--- src/rtl/pipe_out_arbiter.sv ---
// Round-robin arbiter sharing one Pipe Out endpoint among NSRC block sources.
// A grant lasts exactly BLOCK_WORDS host reads, followed by at least one idle cycle.
module pipe_out_arbiter #(
    parameter int NSRC        = 4,
    parameter int BLOCK_WORDS = 1024,
    parameter int IDW         = $clog2(NSRC)
) (
    input  logic                 clk,
    input  logic                 reset,
    input  logic [NSRC-1:0]      src_enable,
    input  logic [NSRC-1:0]      src_ready,
    output logic [NSRC-1:0]      src_read,
    input  logic [NSRC*32-1:0]   src_data,
    input  logic                 pipe_out_read,
    output logic                 pipe_out_ready,
    output logic [31:0]          pipe_out_data,
    output logic [IDW-1:0]       grant_id,
    output logic                 busy,
    output logic                 block_done,
    output logic                 err_overread,
    output logic [31:0]          blocks_served
);

    localparam int CW = (BLOCK_WORDS > 2) ? $clog2(BLOCK_WORDS) : 1;
    localparam int unsigned N = NSRC;

    typedef enum logic {
        IDLE,
        BURST
    } state_t;

    state_t          state;
    state_t          state_nx;
    logic [NSRC-1:0] req;
    logic [IDW-1:0]  last_ptr;
    logic [CW-1:0]   word_cnt;
    logic            pick_valid;
    logic [IDW-1:0]  pick_id;
    logic            last_read;

    assign req = src_ready & src_enable;

    // Search starts just after the last served source, so the previous winner
    // is considered last.
    always_comb begin
        pick_valid = 1'b0;
        pick_id    = '0;
        for (int unsigned k = 1; k <= N; k++) begin
            if (!pick_valid && req[(32'(last_ptr) + k) % N]) begin
                pick_valid = 1'b1;
                pick_id    = IDW'((32'(last_ptr) + k) % N);
            end
        end
    end

    assign last_read = (state == BURST) && pipe_out_read &&
                       (word_cnt == CW'(BLOCK_WORDS - 1));

    always_comb begin
        state_nx = state;
        case (state)
            IDLE:    if (pick_valid) state_nx = BURST;
            BURST:   if (last_read)  state_nx = IDLE;
            default: state_nx = IDLE;
        endcase
    end

    always_comb begin
        src_read      = '0;
        pipe_out_data = '0;
        for (int unsigned i = 0; i < N; i++) begin
            if (grant_id == IDW'(i)) begin
                src_read[i]   = (state == BURST) && pipe_out_read;
                pipe_out_data = src_data[32*i +: 32];
            end
        end
    end

    always_ff @(posedge clk) begin
        if (reset) begin
            state          <= IDLE;
            pipe_out_ready <= 1'b0;
            busy           <= 1'b0;
            block_done     <= 1'b0;
            err_overread   <= 1'b0;
            grant_id       <= '0;
            blocks_served  <= '0;
            word_cnt       <= '0;
            last_ptr       <= IDW'(NSRC - 1);
        end else begin
            state          <= state_nx;
            pipe_out_ready <= (state_nx == BURST);
            busy           <= (state_nx == BURST);
            block_done     <= last_read;
            err_overread   <= (state == IDLE) && pipe_out_read;
            if (state == IDLE) begin
                word_cnt <= '0;
                if (pick_valid) grant_id <= pick_id;
            end else if (pipe_out_read) begin
                word_cnt <= word_cnt + CW'(1);
            end
            if (last_read) begin
                last_ptr      <= grant_id;
                blocks_served <= blocks_served + 32'd1;
            end
        end
    end

endmodule

--- config.mk ---
export PLATFORM = sky130hd
export DESIGN_NAME = pipe_out_arbiter
export DESIGN_NICKNAME = d
export VERILOG_FILES = /design/src/rtl/pipe_out_arbiter.sv
export SDC_FILE = /design/constraint.sdc
export NUM_CORES = 1
export LEC_CHECK = 0
export CORE_UTILIZATION = 36
export DETAILED_ROUTE_END_ITERATION = 10
export GPL_ROUTABILITY_DRIVEN = 1
export PLACE_DENSITY = 0.9
export REMOVE_ABC_BUFFERS = 1
export SLEW_MARGIN = 20
export SYNTH_ARGS = -nofsm -noshare
export SYNTH_HDL_FRONTEND = slang
export SYNTH_SLANG_ARGS = --single-unit
--- constraint.sdc ---
create_clock -name clk -period 3 [get_ports clk]
set_input_delay 0.45 -clock clk [delete_from_list [all_inputs] [get_ports clk]]
set_output_delay 0.45 -clock clk [all_outputs]
set_load 0.02 [all_outputs]
## Word level (Yosys, flattened, before mapping)

Index checks and enable logic that the tools add are counted.

- Output and inout port bits: 74
- Bits in read-only memories: 0
- Memory bits (writable): 0
- Input port bits: 139
- Word-level logic and storage cells: 62
- Memories kept: 0
- Flip-flop bits (word level): 49
- Bits in latches: 0

- Shifts and indexed selects: 0
- Equality and inequality tests: 4
- Multiply operators: 0
- Reductions and logical operators: 12
- Order comparisons: 4
- Div/mod/pow operators: 0
- Bitwise gates (word level): 2
- Muxes and demuxes: 27
- Add/subtract/negate cells: 6

Operator list:

| operator | number |
|---|---|
| 2-to-1 mux 32 bit | 4 |
| adder 32 x 1 -> 32 bit, second input constant | 1 |
| 2-to-1 mux 1 bit | 14 |
| < comparator 2 x 3 -> 1 bit, second input constant | 4 |
| adder 10 x 1 -> 10 bit, second input constant | 1 |
| equality test 10 bit, second input constant | 1 |
| binary-select mux 1 bit (select 2 bit) | 4 |
| 2-to-1 mux 2 bit | 4 |
| logical AND 1 bit | 6 |
| adder 2 x 1 -> 2 bit, second input constant | 2 |
| adder 2 bit, second input constant | 2 |
| AND 4 bit | 1 |
| equality test 2 bit, second input constant | 2 |
| zero test 1 bit | 3 |
| equality test 2 x 1 -> 1 bit, second input constant | 1 |
| zero test 2 bit | 1 |
| case mux 1 bit (2 select lines) | 1 |
| AND reduction 2 bit | 1 |
| OR reduction 2 bit | 1 |
| NOT 1 bit | 1 |

## Logic depth before layout (Yosys ltp)

- Word-level depth: 15
- Mapped depth: 8
- Gate-level depth less buffers: 5

## Worst setup path after synthesis

Ideal clock, no wire load.

- Path kind: register to output
- From: register grant_id[0]
- To: output port pipe_out_data[10]
- Path buffers: 2
- Stages on the path, launching flop included: 4
- Data required time: 2.550 ns
- Arrival time: 2.061 ns
- Setup slack: 0.489 ns
- Path through: dfxtp_1 -> clkbuf_1 -> buf_1 -> mux4_2

- Cells in the longest elaborated chain, start to end: 5
- Elaborated cells on any way between the ends: 8
- Classes of those cells: eq/ne (3); mux (4); reduce/logical (1)

RTL lines:

| element | line | source |
|---|---|---|
| start, declared | 17 | `output logic [IDW-1:0] grant_id,` |
| start signal, assigned | 98 | `if (pick_valid) grant_id <= pick_id;` |
| zero test 2 bit | 72 | `if (grant_id == IDW'(i)) begin` |
| 2-to-1 mux 32 bit (3 in a row) | 72 |  |
| 2-to-1 mux 32 bit (*) | 72 |  |
| end, declared | 16 | `output logic [31:0] pipe_out_data,` |

Every way passes the cells marked *; elsewhere a longest branch is shown, timed or not.

## Final worst setup path

- From: register grant_id[0]
- To: output port pipe_out_data[13]

The elaborated chain is that of the path after synthesis.

==> impl_metrics.env <==
export IMPL_portBuffers=212
export IMPL_n_fill_cell=684
export IMPL_yosysMostFrequentCell="dfxtp_1"
export IMPL_globalplace_congestion=0.892
export IMPL_root_buffer="clkbuf_8"
export IMPL_power_internal_w=0.00123
export IMPL_cpPeakStageDelay_ns=0.57
export IMPL_final_core_util=0.656
export IMPL_io_pins=213
export IMPL_synth_seq_cells=49
export IMPL_viasPerCell=5.85
export IMPL_fin_cells=635
export IMPL_maxCapViolCount=0
export IMPL_synthArstFlopShare=0
export IMPL_grt_pass1_wl_um=18300
export IMPL_slew_limit_headroom=0.435
export IMPL_avgRoutedWirePerCell_um=20.4
export IMPL_clock_power_share=0.231
export IMPL_die_h_um=95.7
export IMPL_clk_pin_slew_ns=0.08
export IMPL_ir_drop_v=0.000257
export IMPL_cp_buffers_inverters=2
export IMPL_antenna_cells=0
export IMPL_worstPathArrival_ns=2.18
export IMPL_rsz0062_at_grt="false"
export IMPL_clock_latency_ns=0.29
export IMPL_antenna_found_initial=3
export IMPL_htree_levels=2
export IMPL_tightest_slew_ns=0.845
export IMPL_slew_viol_final=0
export IMPL_yosys_cell_types_count=40
export IMPL_holdWs_ns=0.508
export IMPL_via_count=3713
export IMPL_hold_violations=0
export IMPL_hold_buffers=0
export IMPL_antenna_left=0
export IMPL_yosysSeqAreaShare=0.310
export IMPL_numCtsBuffers=5
export IMPL_cp_cell_sequence="buf_12 -> mux4_2 -> clkdlybuf4s50_1"
export IMPL_fmax_mhz=381
export IMPL_reg2reg_from="word_cnt[0]$_SDFFE_PP0P_"
export IMPL_cp_end_kind="output pin"
export IMPL_drive_gt1_frac=0.0962
export IMPL_finClkSkew_ns=0.00646
export IMPL_syn_area_um2=3160
export IMPL_path_max_fanout=30
export IMPL_min_path_type="flip-flop to flip-flop"
export IMPL_core_area_um2=8340
export IMPL_crit_type="flip-flop to output pin"
export IMPL_synth_top_cell_area_share=0.310
export IMPL_yosysTopAreaCell="dfxtp_1"
export IMPL_power_density_nw_per_um2=308
export IMPL_synthTopCellsByArea="dfxtp_1 31%, mux4_2 23%, a21oi_1 4.6%"
export IMPL_first_iter_violations=167
export IMPL_syn_area_per_cell_um2=9.67
export IMPL_setup_violations=0
export IMPL_hold_path_startpoint="blocks_served[14]$_SDFFE_PP0N_"
export IMPL_synth_common_cells="49 x dfxtp_1, 32 x mux4_2, 29 x a21oi_1"
export IMPL_postCtsSetupBuffers=0
export IMPL_initial_core_util=0.379
export IMPL_cp_slowest_cell="clkdlybuf4s50_1"
export IMPL_chipWidth_um=95.7
export IMPL_p_total_w=0.00168
export IMPL_power_switching_w=0.000456
export IMPL_grt_pass1_vias=3537
export IMPL_critPathRequiredTime_ns=2.55
export IMPL_crit_path_start="grant_id[0]$_SDFFE_PP0P_"
export IMPL_cts_tree="built"
export IMPL_regArea_um2=982
export IMPL_hpwl_um=10700
export IMPL_status="completed"
export IMPL_clk_path_buf_depth=2
export IMPL_timing_setup_tns_ns=0
export IMPL_drc=0
export IMPL_overflow=0
export IMPL_synth_edf_count=0
export IMPL_area_growth_pct=72.9
export IMPL_p_leak_nw=1.79
export IMPL_synth_warnings=0
export IMPL_num_rows=33
export IMPL_syn_inst=327
export IMPL_startpoint_type="flip-flop"
export IMPL_period_needed_ns=2.63
export IMPL_swShare=0.271
export IMPL_period_share=0.875
export IMPL_pwr_share_comb=0.375
export IMPL_seq_power_share=0.394
export IMPL_cts_resized=0
export IMPL_multi_input_area_um2=2050
export IMPL_nets=671
export IMPL_grt_max_degree=37
export IMPL_first_pass_iters=5
export IMPL_crit_family="buffers and inverters"
export IMPL_track_usage=0.268
export IMPL_placed_cells=628
export IMPL_cts_sinks=49
export IMPL_wirelength_um=13000
export IMPL_synth_flop_cell="dfxtp_1"
export IMPL_die_area_um2=9160
==> worst register-to-register path, delay by kind of cell, from the launching register on <==
kind / cells / cell delay [ns]
compound gates: 1 / 0.18
fa+ha+maj: 1 / 0.26
buf+inv: 1 / 0.24
flops: 1 / 0.37
simple gates: 3 / 1.18
==> worst paths after layout <==
| check | endpoint | slack, ns | cells past startpoint |
|---|---|---|---|
| worst max-delay path | pipe_out_data[13] | 0.37 | 3 |
| worst min-delay path | blocks_served[14]$_SDFFE_PP0N_ | 0.51 | 2 |
| worst max register to register | blocks_served[21]$_SDFFE_PP0N_ | 0.70 | 6 |
| worst min register to register | blocks_served[14]$_SDFFE_PP0N_ | 0.51 | 2 |
==> cell usage in the layout (no fill, tap or decap), types with 2 or more instances in the layout <==
| cell type | count |
|---|---|
| nor2_1 | 25 |
| xnor2_1 | 3 |
| ha_1 | 2 |
| nand2_1 | 19 |
| nand3_1 | 13 |
| and2_1 | 4 |
| mux4_2 | 32 |
| a21oi_1 | 29 |
| nand4_1 | 20 |
| a22oi_1 | 2 |
| or3_1 | 8 |
| mux2i_1 | 3 |
| clkdlybuf4s50_1 | 212 |
| o31ai_1 | 17 |
| and4_1 | 8 |
| nor3_1 | 3 |
| clkbuf_8 | 6 |
| and3_1 | 5 |
| or4_1 | 17 |
| xor2_1 | 7 |
| nor4_1 | 2 |
| inv_1 | 5 |
| nor2b_1 | 4 |
| o21ai_0 | 10 |
| nand3b_1 | 2 |
| dfxtp_1 | 48 |
| buf_4 | 7 |
| mux2_2 | 3 |
| a211o_1 | 2 |
==> per-layer routing <==
layer	wire [µm]	vias up	track usage
met5	27	-	0
met4	334	4	0.0721
met3	1120	33	0.0742
met2	6850	178	0.508
met1	4640	1799	0.291
li1	-	1699	-
==> power by group through the flow <==
| stage | logic (W) | clock network (W) | registers, W |
|---|---|---|---|
| CTS | 0.000635 | 0.000395 | 0.000664 |
| global placement | 0.000624 | 0 | 0.000679 |
| finish | 0.000630 | 0.000388 | 0.000664 |
| floorplan | 0.000221 | 0 | 0.000714 |
| detailed placement | 0.000634 | 0 | 0.000680 |
| global route | 0.000666 | 0.000417 | 0.000666 |
==> through the flow <==
stage / worst slack, ns / instance area (µm²)
after floorplan: 0.115 / 3050
after global placement: 0.384 / 5380
after detailed placement: 0.323 / 5380
after CTS: 0.330 / 5470
after global routing: 0.265 / 5470
final: 0.374 / 5470
==> registers in the layout (all words and copies together) (netlist names) <==
name,cells
block_done,1
blocks_served,32
err_overread,1
grant_id,2
last_ptr,2
state,1
word_cnt,10
==> logic make-up (layout without fill, tap and decap cells) <==
group,after synthesis,after routing,share of synthesized area
AO/OA/AOI/OAI,65,65,0.125
XOR/XNOR,10,10,0.0277
adder cells (fa/ha/maj),2,2,0.00791
buffers and inverters,29,232,0.0400
flip-flops,49,49,0.310
multiplexers,38,38,0.248
AND/OR/NAND/NOR,134,134,0.241
==> area by class of cell <==
type	count	share of cell area
inverters	5	0.00343
well taps	105	0.0240
repair buffers	220	0.401
multi-input cells	249	0.376
flip-flops and latches	49	0.180
clock buffers	7	0.0158
Power figures use the tool's default switching activity.
